--- src/rtl/control_sequencer.sv ---
// control_sequencer: FETCH/EXEC sequencer for the LEGv8 control path.
// Holds IR, step state and {V,C,Z,N}; gates decoder control words.
module control_sequencer #(
  parameter int MAX_STEPS = 4
) (
  input  logic        clock,
  input  logic        reset,
  input  logic        halt,
  input  logic [31:0] instr_in,
  input  logic        instr_valid,
  output logic        instr_req,
  output logic [31:0] ir,
  output logic [1:0]  state,
  output logic [3:0]  status,
  input  logic [30:0] dec_cw,
  input  logic [1:0]  dec_next_state,
  input  logic [3:0]  alu_status,
  input  logic        mem_ready,
  output logic [30:0] cw_out,
  output logic        instr_done,
  output logic        fault
);

  typedef enum logic {
    FETCH = 1'b0,
    EXEC  = 1'b1
  } fsm_t;

  localparam logic [1:0] LAST_STEP = 2'(MAX_STEPS - 1);

  fsm_t        fsm;
  fsm_t        fsm_d;
  logic [31:0] ir_d;
  logic [1:0]  state_d;
  logic [1:0]  step;
  logic [1:0]  step_d;
  logic [3:0]  status_d;
  logic        fault_d;
  logic        done_d;
  logic        mem_op;
  logic        step_ok;
  logic        last;

  assign mem_op    = dec_cw[7] | dec_cw[6];
  assign step_ok   = !mem_op || mem_ready;
  assign last      = (dec_next_state == 2'b00);
  assign instr_req = (fsm == FETCH) && !halt;

  // State register; synchronous reset overrides every field.
  always_ff @(posedge clock) begin
    if (reset) begin
      fsm        <= FETCH;
      ir         <= '0;
      state      <= 2'b00;
      status     <= 4'b0000;
      step       <= 2'b00;
      fault      <= 1'b0;
      instr_done <= 1'b0;
    end else begin
      fsm        <= fsm_d;
      ir         <= ir_d;
      state      <= state_d;
      status     <= status_d;
      step       <= step_d;
      fault      <= fault_d;
      instr_done <= done_d;
    end
  end

  // Next state, commit decisions and control-word gating.
  always_comb begin
    fsm_d    = fsm;
    ir_d     = ir;
    state_d  = state;
    status_d = status;
    step_d   = step;
    fault_d  = fault;
    done_d   = 1'b0;
    cw_out   = '0;
    unique case (fsm)
      FETCH: begin
        if (instr_valid && !halt) begin
          ir_d    = instr_in;
          state_d = 2'b00;
          step_d  = 2'b00;
          fsm_d   = EXEC;
        end
      end
      EXEC: begin
        cw_out = dec_cw;
        // Stalled steps keep the memory request but commit nothing.
        if (!step_ok) begin
          cw_out[8] = 1'b0;
          cw_out[0] = 1'b0;
        end
        if (!(step_ok && last)) begin
          cw_out[30:29] = 2'b00;
        end
        if (step_ok) begin
          if (dec_cw[0]) begin
            status_d = alu_status;
          end
          if (last) begin
            fsm_d   = FETCH;
            state_d = 2'b00;
            done_d  = 1'b1;
          end else if (step == LAST_STEP) begin
            fault_d = 1'b1;
            fsm_d   = FETCH;
            state_d = 2'b00;
          end else begin
            state_d = dec_next_state;
            step_d  = step + 2'd1;
          end
        end
      end
      default: begin
        fsm_d = FETCH;
      end
    endcase
  end

endmodule
--- config.mk ---
export PLATFORM = sky130hd
export DESIGN_NAME = control_sequencer
export DESIGN_NICKNAME = d
export VERILOG_FILES = /design/src/rtl/control_sequencer.sv
export SDC_FILE = /design/constraint.sdc
export NUM_CORES = 1
export LEC_CHECK = 0
export CAP_MARGIN = 20
export CELL_PAD_IN_SITES_DETAIL_PLACEMENT = 0
export CELL_PAD_IN_SITES_GLOBAL_PLACEMENT = 1
export CORE_ASPECT_RATIO = 2
export CORE_MARGIN = 2
export CORE_UTILIZATION = 20
export CTS_CLUSTER_DIAMETER = 200
export CTS_CLUSTER_SIZE = 20
export DETAILED_ROUTE_END_ITERATION = 8
export PLACE_DENSITY = 0.83
export REMOVE_ABC_BUFFERS = 1
export SKIP_CTS_REPAIR_TIMING = 1
export SLEW_MARGIN = 10
export SYNTH_ARGS = -nofsm -noshare
export SYNTH_HDL_FRONTEND = slang
export SYNTH_SLANG_ARGS = --single-unit
export TNS_END_PERCENT = 10
--- constraint.sdc ---
create_clock -name clock -period 1.1 [get_ports clock]
set_input_delay 0.22 -clock clock [delete_from_list [all_inputs] [get_ports clock]]
set_output_delay 0.22 -clock clock [all_outputs]
set_load 0.01 [all_outputs]
==> metrics.cfg <==
[timing]
timing.final.crit_share_pct=129
fin_ws_ns=-0.322
finalMaxSlewViolations=0
fmax_mhz=703
rsz0062_at_grt=yes
maxSlewHeadroom_pct=80.9
hold_violations=0
tightest_slew_ns=0.284
min_period_ns=1.42
final.setup_skew_ns=0.00418
setup_viol_count_final=111

[setup_path]
cp_max_fo=21
critPathMaxStageDelay_ns=0.43
cp_slowest_cell=or3b_4
cp_top_family=simple AND/OR/NAND/NOR gates
cp.arrival_ns=1.59
cp-start-kind=flop
critical_path.cell_chain=buf_12 > or3b_4 > buf_12 > o211ai_1 > a21oi_1
required_ns=1.26
r2r_slack_ns=-0.32
timing.critical_path.mode_cell=buf_12
cp_num_buf_inv=2
critical_path_class=reg -> reg
end_kind=flop

[cells_and_area]
final_nets=464
fin_area_sq_um=3750
area_growth_pct=100
drive_gt1_share_pct=16.7
antenna_cells=0
stdcell_count=494

[power_and_ir_drop]
seqPwrFrac_pct=39.9
vdd_ir_drop_max_uv=924
pwr-share-clk_pct=37.0
leakagePower_nw=1.69
p_sw_share_pct=23.4
p_int_mw=3.18
combPwrFrac_pct=23.0
power.density_nw_per_um2=1110
switchingPower_mw=0.975

[synth]
ys_top_cells_by_count=64 x nand2_1, 43 x dfxtp_1, 34 x a21oi_1
synth.distinct_cells=27
synth.most_common_cell=nand2_1
yosys_most_used_dff=dfxtp_1
ys_warn_count=0
synth_seq_cells=43
syn_avg_cell_area_sq_um=8.21
async_flop_share_pct=0
synth_area_sq_um=1870
synthTopCellsByArea=dfxtp_1 46%, nand2_1 13%, a21oi_1 9.1%
synthCells=228
yosysSeqAreaShare_pct=46.0
yosys.area.top_type=dfxtp_1
synth_top_area_share_pct=46.0
synth_edf_count=0

[clock_network]
cts_sinks=43
clock_latency_ns=0.28
htreeDepth=2
clk_pin_slew_worst_paths_ns=0.06
cts_buffers=5
clock_path_buffers=2
cts-root-buf=clkbuf_16
cts_tree=yes

[placed_design]
place_inst=478
place_hpwl_um=4890
io_buffers=145
gp_congestion=0.764
dpl_cell_area_sq_um=3490

[routing]
wl_um=6850
ant_nets=0
via_count=2159
wl_per_cell_um=13.9
drc_errors=0
viasPerCell=4.37
drt_iter0_markers=40
drtPass1Iterations=6

[global_routing]
track_usage_pct=12.1
grt_pass1_wl_um=9650
grt-ovfl-total=0
met2_usage_pct=24.5
grt_busiest_layer=met2
grt_max_degree=36
antenna_found_initial=0
grt_use_met3_pct=3.15
use_met1_pct=10.6
grt_pass1_vias=2046

[floorplan]
die_y_um=141
start_util_pct=20.2
row_count=50
core_area_sq_um=9260
die_x_um=72.4
die-area_sq_um=10200
pin_count=146

[run_status]
violations=setup timing
outcome=finished with violations

[job]
cap_violations=0

[hold_path]
hp-class=in -> reg

cell type report:
class	count	area [sq um]
timing repair buffer	171	1670
sequential	43	865
tap	104	130
fill	966	5510
multi-input combinational	167	922
inverter	1	3.75
clock buffer	8	156
flip-flops by register name, indices dropped and copies added (netlist names):
name        flops
step            2
status          4
instr_done      1
ir             32
state           2
fault           1
fsm             1
layout by cell type (no fill, tap or decap), types with 2 or more instances in the layout:
master	count
a21oi_2	3
buf_6	3
clkbuf_2	16
nand2_1	64
dfxtp_1	42
dlymetal6s2s_1	16
clkbuf_8	2
buf_2	3
clkdlybuf4s50_1	109
and3_1	3
and2_1	27
nor2_1	4
o211ai_1	2
buf_4	19
nand4_1	2
nand2b_1	8
clkbuf_16	7
mux2i_1	6
a21oi_1	31
nand3b_1	3
buf_12	3
power groups by stage:
stage | Combinational [mW] | Clock, mW | Sequential [mW]
6_report | 0.958 | 1.54 | 1.66
5_1_grt | 1.03 | 1.67 | 1.67
4_1_cts | 0.923 | 1.61 | 1.66
3_5_place_dp | 0.920 | 0 | 1.70
3_3_place_gp | 0.911 | 0 | 1.69
2_1_floorplan | 0.219 | 0 | 1.73
stage by stage:
step | power [mW] | TNS [ns] | hold WS, ns | util [%] | worst slack (ns)
6_report | 4.16 | -27.83 | 0.270 | 40.5 | -0.322
5_1_grt | 4.37 | -33.66 | 0.263 | 40.5 | -0.370
2_1_floorplan | 1.95 | -34.68 | 0.289 | - | -0.817
3_5_place_dp | 2.61 | -37.29 | 0.448 | 37.7 | -0.845
3_3_place_gp | 2.60 | -37.18 | 0.442 | 37.7 | -0.848
4_1_cts | 4.19 | -52.06 | 0.262 | 39.4 | -0.868
worst paths after layout:
| kind | start | end | cells after the start |
|---|---|---|---|
| max | fsm$_SDFF_PP0_ | state[0]$_SDFFE_PP0P_ | 5 |
| min | reset | fsm$_SDFF_PP0_ | 2 |
| max reg2reg | fsm$_SDFF_PP0_ | state[0]$_SDFFE_PP0P_ | 5 |
| min reg2reg | ir[6]$_SDFFE_PP0P_ | ir[6]$_SDFFE_PP0P_ | 2 |
cell families after synthesis:
group | count (synthesis) | share of synthesized area (%)
fa+ha+maj | 1 | 0.668
simple gates | 120 | 31.6
buf+inv | 18 | 6.82
compound gates | 40 | 11.8
flops | 43 | 46.0
mux | 6 | 3.21
metal layers:
layer / share of wire, % / up-vias / wire (um)
li1: - / 1062 / -
met1: 32 / 989 / 2170
met2: 58 / 100 / 3970
met3: 8.5 / 8 / 579
met4: 1.9 / 0 / 131
met5: 0 / - / 0
Note: power is estimated with default switching activity, not from simulation.
